==> src/rtl/keypad_scan_debounce_if.sv <==
// Keypad pin and key-event bundle shared by the scanner (master) and its
// consumers (slave): row sense in, column drive and key events out.
interface keypad_scan_debounce_if;
  logic [3:0] key_row;
  logic [2:0] key_col;
  logic [3:0] key_code;
  logic       key_valid;
  logic       key_held;
  logic       key_star_rise;
  logic       key_pound_rise;

  modport master (
    input  key_row,
    output key_col, key_code, key_valid, key_held, key_star_rise, key_pound_rise
  );

  modport slave (
    output key_row,
    input  key_col, key_code, key_valid, key_held, key_star_rise, key_pound_rise
  );
endinterface

==> src/rtl/keypad_scan_debounce.sv <==
// 3x4 matrix keypad scanner: column drive, row synchronizer, per-frame
// single-contact decode, frame debounce and a press/release FSM with event pulses.
module keypad_scan_debounce #(
  parameter int SCAN_TICKS     = 4,
  parameter int DEBOUNCE_SCANS = 3
) (
  input  logic                   clk,
  input  logic                   rst,
  keypad_scan_debounce_if.master kp
);

  localparam int                TICK_W     = (SCAN_TICKS > 1) ? $clog2(SCAN_TICKS) : 1;
  localparam logic [TICK_W-1:0] TICK_LAST  = TICK_W'(SCAN_TICKS - 1);
  localparam logic [3:0]        DEB_MAX    = 4'(DEBOUNCE_SCANS);
  localparam logic [3:0]        CODE_NONE  = 4'hF;
  localparam logic [3:0]        CODE_STAR  = 4'hA;
  localparam logic [3:0]        CODE_POUND = 4'hB;

  typedef enum logic {
    ST_IDLE,
    ST_PRESSED
  } state_e;

  function automatic logic [3:0] key_map(input logic [1:0] row, input logic [1:0] col);
    logic [3:0] code;
    case ({row, col})
      4'b00_00: code = 4'h1;
      4'b00_01: code = 4'h2;
      4'b00_10: code = 4'h3;
      4'b01_00: code = 4'h4;
      4'b01_01: code = 4'h5;
      4'b01_10: code = 4'h6;
      4'b10_00: code = 4'h7;
      4'b10_01: code = 4'h8;
      4'b10_10: code = 4'h9;
      4'b11_00: code = CODE_STAR;
      4'b11_01: code = 4'h0;
      4'b11_10: code = CODE_POUND;
      default:  code = CODE_NONE;
    endcase
    return code;
  endfunction

  logic [3:0]        row_s1_q, row_s2_q;
  logic [TICK_W-1:0] tick_q, tick_d;
  logic [1:0]        col_idx_q, col_idx_d;
  logic [1:0]        hits_q, hits_d;
  logic [3:0]        hit_code_q, hit_code_d;
  logic [3:0]        frame_code;
  logic [3:0]        cand_q, cand_d;
  logic [3:0]        stable_cnt_q, stable_cnt_d;
  logic [3:0]        deb_q, deb_d;
  state_e            state_q, state_d;
  logic [3:0]        key_code_q, key_code_d;
  logic              key_valid_q, key_valid_d;
  logic              key_held_q, key_held_d;
  logic              star_q, star_d;
  logic              pound_q, pound_d;
  logic              last_tick, frame_end;

  assign last_tick = (tick_q == TICK_LAST);
  assign frame_end = last_tick && (col_idx_q == 2'd2);

  // Column scan timing runs free, independent of key activity.
  always_comb begin
    // NOTE: every combinational output gets a default first, so no path leaves it unassigned and no latch is inferred.
    tick_d    = tick_q + TICK_W'(1);
    col_idx_d = col_idx_q;
    if (last_tick) begin
      tick_d    = '0;
      col_idx_d = (col_idx_q == 2'd2) ? 2'd0 : col_idx_q + 2'd1;
    end
  end

  // Contact accumulation over one frame; the count saturates at 2 so any
  // multi-key or ghost pattern collapses to "none".
  always_comb begin
    // NOTE: blocking assignments here let later loop iterations see the running count; state flops still use <=.
    hits_d     = hits_q;
    hit_code_d = hit_code_q;
    frame_code = CODE_NONE;
    if (last_tick) begin
      for (int r = 0; r < 4; r++) begin
        if (row_s2_q[r]) begin
          if (hits_d == 2'd0) hit_code_d = key_map(2'(r), col_idx_q);
          if (hits_d != 2'd2) hits_d = hits_d + 2'd1;
        end
      end
      frame_code = (hits_d == 2'd1) ? hit_code_d : CODE_NONE;
      if (frame_end) begin
        hits_d     = '0;
        hit_code_d = CODE_NONE;
      end
    end
  end

  always_comb begin
    cand_d       = cand_q;
    stable_cnt_d = stable_cnt_q;
    deb_d        = deb_q;
    if (frame_end) begin
      if (frame_code == cand_q) begin
        if (stable_cnt_q != DEB_MAX) begin
          stable_cnt_d = stable_cnt_q + 4'd1;
          if (stable_cnt_d == DEB_MAX) deb_d = cand_q;
        end
      end else begin
        cand_d       = frame_code;
        stable_cnt_d = 4'd1;
        if (DEB_MAX == 4'd1) deb_d = frame_code;
      end
    end
  end

  // A new press is only taken from IDLE, so a different key appearing while
  // one is held is ignored until a debounced release is seen.
  always_comb begin
    state_d     = state_q;
    key_code_d  = key_code_q;
    key_held_d  = key_held_q;
    key_valid_d = 1'b0;
    star_d      = 1'b0;
    pound_d     = 1'b0;
    unique case (state_q)
      ST_IDLE: begin
        if (deb_q != CODE_NONE) begin
          state_d     = ST_PRESSED;
          key_valid_d = 1'b1;
          key_code_d  = deb_q;
          key_held_d  = 1'b1;
          star_d      = (deb_q == CODE_STAR);
          pound_d     = (deb_q == CODE_POUND);
        end
      end
      ST_PRESSED: begin
        if (deb_q == CODE_NONE) begin
          state_d    = ST_IDLE;
          key_held_d = 1'b0;
        end
      end
      default: state_d = ST_IDLE;
    endcase
  end

  always_ff @(posedge clk or negedge rst) begin
    if (!rst) begin
      row_s1_q     <= '0;
      row_s2_q     <= '0;
      tick_q       <= '0;
      col_idx_q    <= '0;
      hits_q       <= '0;
      hit_code_q   <= CODE_NONE;
      cand_q       <= CODE_NONE;
      stable_cnt_q <= '0;
      deb_q        <= CODE_NONE;
      state_q      <= ST_IDLE;
      key_code_q   <= CODE_NONE;
      key_valid_q  <= 1'b0;
      key_held_q   <= 1'b0;
      star_q       <= 1'b0;
      pound_q      <= 1'b0;
    end else begin
      // NOTE: non-blocking assignments so every flop samples pre-edge values regardless of statement order.
      row_s1_q     <= kp.key_row;
      row_s2_q     <= row_s1_q;
      tick_q       <= tick_d;
      col_idx_q    <= col_idx_d;
      hits_q       <= hits_d;
      hit_code_q   <= hit_code_d;
      cand_q       <= cand_d;
      stable_cnt_q <= stable_cnt_d;
      deb_q        <= deb_d;
      state_q      <= state_d;
      key_code_q   <= key_code_d;
      key_valid_q  <= key_valid_d;
      key_held_q   <= key_held_d;
      star_q       <= star_d;
      pound_q      <= pound_d;
    end
  end

  assign kp.key_col        = 3'b001 << col_idx_q;
  assign kp.key_code       = key_code_q;
  assign kp.key_valid      = key_valid_q;
  assign kp.key_held       = key_held_q;
  assign kp.key_star_rise  = star_q;
  assign kp.key_pound_rise = pound_q;

endmodule
==> src/flat_wrapper.sv <==
// flat-port wrapper written by rule: the top's interface ports become plain ports
module keypad_scan_debounce_flat 
#(
  parameter int SCAN_TICKS     = 4,
  parameter int DEBOUNCE_SCANS = 3
)
  (clk, rst, kp_key_row, kp_key_col, kp_key_code, kp_key_valid, kp_key_held, kp_key_star_rise, kp_key_pound_rise);
  keypad_scan_debounce_if kp_i ();
  input  logic clk;
  input  logic rst;
  input wire logic [$bits(kp_i.key_row)-1:0] kp_key_row;
  output wire logic [$bits(kp_i.key_col)-1:0] kp_key_col;
  output wire logic [$bits(kp_i.key_code)-1:0] kp_key_code;
  output wire logic [$bits(kp_i.key_valid)-1:0] kp_key_valid;
  output wire logic [$bits(kp_i.key_held)-1:0] kp_key_held;
  output wire logic [$bits(kp_i.key_star_rise)-1:0] kp_key_star_rise;
  output wire logic [$bits(kp_i.key_pound_rise)-1:0] kp_key_pound_rise;
  assign kp_i.key_row = kp_key_row;
  assign kp_key_col = kp_i.key_col;
  assign kp_key_code = kp_i.key_code;
  assign kp_key_valid = kp_i.key_valid;
  assign kp_key_held = kp_i.key_held;
  assign kp_key_star_rise = kp_i.key_star_rise;
  assign kp_key_pound_rise = kp_i.key_pound_rise;
  keypad_scan_debounce #(.SCAN_TICKS(SCAN_TICKS), .DEBOUNCE_SCANS(DEBOUNCE_SCANS)) u_core (.clk(clk), .rst(rst), .kp(kp_i));
endmodule
==> config.mk <==
export PLATFORM = sky130hd
export DESIGN_NAME = keypad_scan_debounce_flat
export DESIGN_NICKNAME = d
export VERILOG_FILES = /design/src/rtl/keypad_scan_debounce_if.sv /design/src/rtl/keypad_scan_debounce.sv /design/src/flat_wrapper.sv
export SDC_FILE = /design/constraint.sdc
export NUM_CORES = 1
export LEC_CHECK = 0
export BUFFER_PORTS_ARGS = -buffer_cell sky130_fd_sc_hd__buf_2
export CELL_PAD_IN_SITES_DETAIL_PLACEMENT = 2
export CELL_PAD_IN_SITES_GLOBAL_PLACEMENT = 2
export CORE_MARGIN = 4
export CORE_UTILIZATION = 42
export CTS_CLUSTER_SIZE = 8
export DETAILED_ROUTE_END_ITERATION = 8
export GPL_TIMING_DRIVEN = 0
export PLACE_DENSITY_LB_ADDON = 0.08
export SLEW_MARGIN = 10
export SYNTH_ARGS = -nofsm -noshare
export SYNTH_HDL_FRONTEND = slang
export SYNTH_SLANG_ARGS = --single-unit
==> constraint.sdc <==
create_clock -name clk -period 11.3 [get_ports clk]
set_clock_uncertainty 0.05 [all_clocks]
set_input_delay 0 -clock clk [delete_from_list [all_inputs] [get_ports clk]]
set_output_delay 0 -clock clk [all_outputs]
set_load 0.05 [all_outputs]
Word level (Yosys, flattened, before mapping)

Cells that the tools add are included.

Logic and storage cells: 98
Bits of input ports: 6
Bits in registers: 39
Output and inout port bits: 11

$add $sub $neg: 7
Bitwise logic cells: 2
Shift operators: 1
Muxes and demuxes: 44
Equality and inequality tests: 18
Reduce and logical (&&, ||, !) cells: 11

Operators with widths:

| kind                  | count |
|---|---|
| $mux W4               | 14 |
| $pmux W4 S3           | 4 |
| $mux W2               | 15 |
| $add A2 B1 Y2 const B | 6 |
| $eq A4 B4 Y1 const B  | 3 |
| $ne A2 B2 Y1 const B  | 6 |
| $logic_not A2 Y1      | 5 |
| $mux W1               | 9 |
| $reduce_and A2 Y1     | 4 |
| $add A4 B1 Y4 const B | 1 |
| $eq A2 B1 Y1 const B  | 2 |
| $eq A2 B2 Y1 const B  | 2 |
| $eq A4 B2 Y1 const B  | 1 |
| $eq A4 B4 Y1          | 1 |
| $ne A4 B2 Y1 const B  | 1 |
| $ne A4 B4 Y1 const B  | 1 |
| $pmux W1 S2           | 2 |
| $reduce_and A4 Y1     | 1 |
| $shl A1 B2 Y3 const A | 1 |
| $ne A2 B1 Y1 const B  | 1 |
| $not A1 Y1            | 2 |
| $logic_and A1 B1 Y1   | 1 |

Longest topological paths before layout

Depth in word-level cells: 22
Gate-level depth with buffers: 14
Depth with buffers taken out: 13

Worst setup path after synthesis

No wires, ideal clock.

Kind: reg-to-reg
Start point: reg u_core.hits_q[0]
End point: reg u_core.deb_q[0]
Cell stages (with the launch flop): 15
Arrival time: 3845 ps
Path slack: 7320 ps
Library setup time: 85 ps
Clock period less this slack: 3980 ps
Data required time: 11165 ps
Buffers on the path: 1
Cell sequence: dfrtp_1 -> inv_1 -> ha_1 -> mux2i_1 -> o221ai_1 -> o32ai_1 -> inv_1 -> ha_1 -> and4b_1 -> a41o_1 -> clkbuf_1 -> a21oi_1 -> nor4b_4 -> nand3_4 -> mux2_1

Cells in the longest elaborated chain, start to end: 21
Elaborated cells on any way between the ends: 38
Those cells by class: 4 x add/sub; 6 x eq/ne; 23 x mux; 5 x reduce/logical

Ends and longest elaborated chain:

| item                                          | line                        | source |
|---|---|---|
| start: declaration                            | keypad_scan_debounce.sv:47  | `logic [1:0] hits_q, hits_d;` |
| start signal: assignment                      | keypad_scan_debounce.sv:168 | `hits_q <= hits_d;` |
| $add A2 B1 Y2 or $ne A2 B2 Y1 (tied branches) | keypad_scan_debounce.sv:86  | `if (hits_d != 2'd2) hits_d = hits_d + 2'd1;` |
| $mux W2                                       | keypad_scan_debounce.sv:86  |  |
| $mux W2                                       | keypad_scan_debounce.sv:84  | `if (row_s2_q[r]) begin` |
| $mux W2                                       | keypad_scan_debounce.sv:82  | `if (last_tick) begin` |
| $add A2 B1 Y2 or $ne A2 B2 Y1 (tied branches) | keypad_scan_debounce.sv:86  |  |
| $mux W2                                       | keypad_scan_debounce.sv:86  |  |
| $mux W2                                       | keypad_scan_debounce.sv:84  |  |
| $mux W2                                       | keypad_scan_debounce.sv:82  |  |
| [5 not listed]                                | n/a                         |  |
| $mux W2                                       | keypad_scan_debounce.sv:86  |  |
| $mux W2                                       | keypad_scan_debounce.sv:84  |  |
| $mux W2                                       | keypad_scan_debounce.sv:82  |  |
| $eq A2 B1 Y1                                  | keypad_scan_debounce.sv:89  | `frame_code = (hits_d == 2'd1) ? hit_code_d : CODE_NONE;` |
| $mux W4 (*)                                   | keypad_scan_debounce.sv:89  |  |
| $mux W4 (*)                                   | keypad_scan_debounce.sv:82  |  |
| $eq A4 B4 Y1 (*)                              | keypad_scan_debounce.sv:102 | `if (frame_code == cand_q) begin` |
| $reduce_and A4 Y1 (no source line) (*)        | n/a                         |  |
| end signal: assignment                        | keypad_scan_debounce.sv:155 | `deb_q <= CODE_NONE;` |
| end signal: assignment                        | keypad_scan_debounce.sv:172 | `deb_q <= deb_d;` |
| end: declaration                              | keypad_scan_debounce.sv:52  | `logic [3:0] deb_q, deb_d;` |

Every way passes the cells marked *; elsewhere a longest branch is shown, timed or not. The select of a mux whose other input is x is not followed.
A chain may end at the register's enable or synchronous reset.

Worst setup path after layout

Same ends and word-level chain as after synthesis.

==> flow_summary_export.csv <==
group,metric,value,unit
timing,fin_crit,4.991,ns
clocking,cts_tree,"yes",
clocking,cts-root-buf,"clkbuf_8",
logic_synthesis,synth_cell_types,56,
die,die_w,81.59,um
drt,met3_length,108,um
placed_design,portBuffers,16,
final_layout,stdcell_count,311,
power_and_ir_drop,ir_drop,97.12,uV
logic_synthesis,yosysSeqAreaShare,43.78,%
die,dieArea,6657,um2
outcome,status,"finished, final reports clean",
timing,setup_viol,0,
global_routing,grt_max_degree,40,
logic_synthesis,synth_edf_count,0,
worst_setup_path,required,11.47,ns
logic_synthesis,ys_warn_count,0,
final_layout,final_cell_area,2577,um2
logic_synthesis,syn_nets,232,
logic_synthesis,syn_area,2275,um2
drt,highest_layer,"met4",
logic_synthesis,ys.flop_type,"dfrtp_1",
timing,relSlewSlack,41.42,%
worst_setup_path,crit_path_end_kind,"register",
timing,fmax,200.4,MHz
power_and_ir_drop,swShare,31.63,%
die,core,5172,um2
final_layout,finish.utilization,49.83,%
worst_setup_path,slowest_stage,"o32ai_1",
placed_design,post_dp_cell_area,2442,um2
clocking,clockBufferDepth,2,
drt,routed_wl,5942,um
logic_synthesis,yosysMostFrequentCell,"dfrtp_1",
global_routing,grt_pass1_wl,10050,um
power_and_ir_drop,power_frac_seq,52.1,%
flow_run,drv_cap,0,
worst_setup_path,critPathMaxStageDelay,0.69,ns
power_and_ir_drop,power_density,132.5,nW/um2
worst_setup_path,worstPathMaxFanout,10,
power_and_ir_drop,intPower,0.2334,mW
drt,drt-initial-drc-count,54,
worst_setup_path,arrival,5.16,ns
timing,setup_tns,0,ns
die,start_util,43.98,%
drt,drc,0,
drt,dr_total_vias,1769,
final_layout,antenna_cells,0,
drt,wl_per_cell,19.11,um
power_and_ir_drop,power.switching,0.1080,mW
drt,wl_met2,3212,um
global_routing,antenna_found_initial,0,
placed_design,hpwl,4428,um
drt,vias_per_cell,5.688,
clocking,worstSkewPairLatency,0.30,ns
power_and_ir_drop,p_comb_share,21.0,%
global_routing,grt_overflow,0,
logic_synthesis,synthTopCellsByArea,"dfrtp_1 (25%), dfstp_2 (18%), ha_1 (7.7%)",
worst_setup_path,critical_path_class,"register to register",
die,pin_count,17,
logic_synthesis,synthArstFlopShare,100.0,%
clocking,clk_pin_slew,0.08,ns
drt,ant_nets,0,
clocking,cts-resized-gates,0,
placed_design,dp.cells,298,
logic_synthesis,synth_commonest_cells,"dfrtp_1 (23), a21oi_1 (21), dfstp_2 (16), nor2_1 (15), ha_1 (14)",
power_and_ir_drop,p_total,0.3414,mW
global_routing,grt_pass1_vias,1974,
drt,wl_met1,2528,um
clocking,cts_buffers,5,
logic_synthesis,yosys.area.top_type,"dfrtp_1",
timing,period_share,44.17,%
clocking,clock-sinks,39,
drt,drtPass1Iterations,4,
final_layout,nFillCells,536,
timing,final_hold_viol_count,0,
die,die_y,81.59,um
power_and_ir_drop,p_clk_share,26.9,%
die,row_count,26,
final_layout,area_delta_synth_final,13.31,%
timing,slew_viol_final,0,
logic_synthesis,postSynthAreaPerCell,10.73,um2
power_and_ir_drop,cellLeakagePower,1.145,nW
worst_setup_path,start_kind,"register",
timing,rsz0062_at_grt,"false",
final_layout,layout.nets,260,
logic_synthesis,synth-seq-cells,39,
clocking,htreeDepth,2,
timing,worst_pin_slew,0.8665,ns
final_layout,drive_above_1_share,23.65,%
placed_design,routabilityCongestion,0.8134,
logic_synthesis,synthCells,212,
worst_hold_path,hold_class,"input pin to register",
global_routing,grt_usage,20.00,%
logic_synthesis,synth_top_area_share,25.30,%
worst_setup_path,path_cells,"inv_1 -> ha_1 -> mux2i_1 -> o221ai_1 -> o32ai_1 -> inv_1 -> ha_1 -> and4b_1 -> a41o_1 -> clkbuf_1 -> a21oi_1 -> nor4b_4 -> nand3_4 -> mux2_1",
[cell families after synthesis]
kind of cell / Yosys count / share of synthesized area (%)
AOI/OAI and AO/OA: 50 / 15.24
xor gates and xnor gates: 2 / 0.7702
adders and majority gates: 14 / 7.701
buffers and inverters: 20 / 3.685
DFF: 39 / 43.78
muxes: 22 / 10.34
and+or+nand+nor: 65 / 18.48
[worst max-delay path, delay by kind of cell (launching register included)]
family / cells / cell delay [ns]
buf+inv: 3 / 0.64
flops: 1 / 0.48
fa+ha+maj: 2 / 0.76
compound gates: 4 / 1.34
mux: 2 / 0.66
simple gates: 3 / 0.97
[power by group through the flow]
stage / Sequential [mW] / Combinational (mW) / Clock (mW)
finish: 0.178 / 0.0718 / 0.0919
global route: 0.180 / 0.0803 / 0.103
CTS: 0.177 / 0.0723 / 0.0953
detailed placement: 0.180 / 0.0699 / 0
global placement: 0.177 / 0.0648 / 0
floorplan: 0.174 / 0.0528 / 0
[routing by layer]
layer  track usage (%)  vias to the layer above
li1                  -                      841
met1             24.05                      905
met2             36.07                       14
met3             3.728                        9
met4             6.146                        0
met5                 0                        -
[state kept, by name, summed over array words and instances, names as in the netlist]
name / count
u_core.kp.key_pound_rise: 1
u_core.hits_q: 2
u_core.hit_code_q: 4
u_core.kp.key_held: 1
u_core.stable_cnt_q: 4
u_core.deb_q: 4
u_core.state_q: 1
u_core.row_s1_q: 4
u_core.kp.key_code: 4
u_core.kp.key_valid: 1
u_core.row_s2_q: 4
u_core.kp.key_star_rise: 1
u_core.col_idx_q: 2
u_core.tick_q: 2
u_core.cand_q: 4
[timing repair]
action                                  4_1_cts  5_1_grt
buffers inserted                              0        0
hold endpoints to repair                     27        0
endpoints found under the setup margin        0        0
hold buffers                                  5        0
[final timing paths]
kind / cells after the start / to / start / slack [ns]
max: 14 / u_core.deb_q[0] / u_core.hits_q[0] / 6.31
min: 2 / u_core.row_s1_q[3] / kp_key_row[3] / 0.30
max reg2reg: 14 / u_core.deb_q[0] / u_core.hits_q[0] / 6.31
min reg2reg: 0 / u_core.row_s2_q[0] / u_core.row_s1_q[0] / 0.31
max in group asynchronous: 2 / u_core.col_idx_q[1] / rst / 10.37
min in group asynchronous: 2 / u_core.state_q / rst / 0.31
[stage by stage]
| stage | hold slack, ns | setup slack (ns) |
|---|---|---|
| final | 0.2968 | 6.309 |
| after global routing | 0.2995 | 5.934 |
| after CTS | 0.2897 | 6.299 |
| after detailed placement | 0.06171 | 6.384 |
| after global placement | 0.05857 | 6.764 |
| after floorplan | -0.3456 | 7.320 |
[cell type report]
cell class / count / area (um2) / area share [%]
Buffer: 8 / 38.79 / 1.505
Clock buffer: 6 / 72.57 / 2.816
Clock inverter: 2 / 12.51 / 0.4854
Inverter: 12 / 45.04 / 1.748
Multi-Input combinational cell: 153 / 1195 / 46.36
Sequential cell: 39 / 996.0 / 38.64
Tap cell: 70 / 87.58 / 3.398
Timing Repair Buffer: 21 / 130.1 / 5.049
[placed cells by master (no fill, tap or decap), types with 2 or more instances in the layout]
cell / Yosys / layout
buf_2: 1 / 17
ha_1: 14 / 14
clkbuf_8: 0 / 5
o22ai_1: 2 / 2
o221ai_1: 2 / 2
clkbuf_1: 6 / 7
o21ai_0: 5 / 5
dfrtp_1: 23 / 23
nor4b_1: 3 / 3
mux2i_1: 10 / 10
dfstp_2: 16 / 16
o32ai_1: 2 / 2
nor2_1: 15 / 15
a31o_1: 2 / 2
a21oi_1: 21 / 21
inv_1: 12 / 12
and3_1: 2 / 2
nor3_1: 6 / 6
and2_1: 2 / 2
nor4bb_1: 3 / 3
mux2_1: 4 / 4
nand3_1: 5 / 5
mux2_2: 8 / 8
a31oi_1: 2 / 2
nand2_1: 10 / 10
nor2b_1: 2 / 2
dlygate4sd3_1: 0 / 5
nand4_1: 2 / 2
nor4b_4: 2 / 2
a21o_1: 2 / 2
No activity file was read; power rests on OpenSTA's default activity.
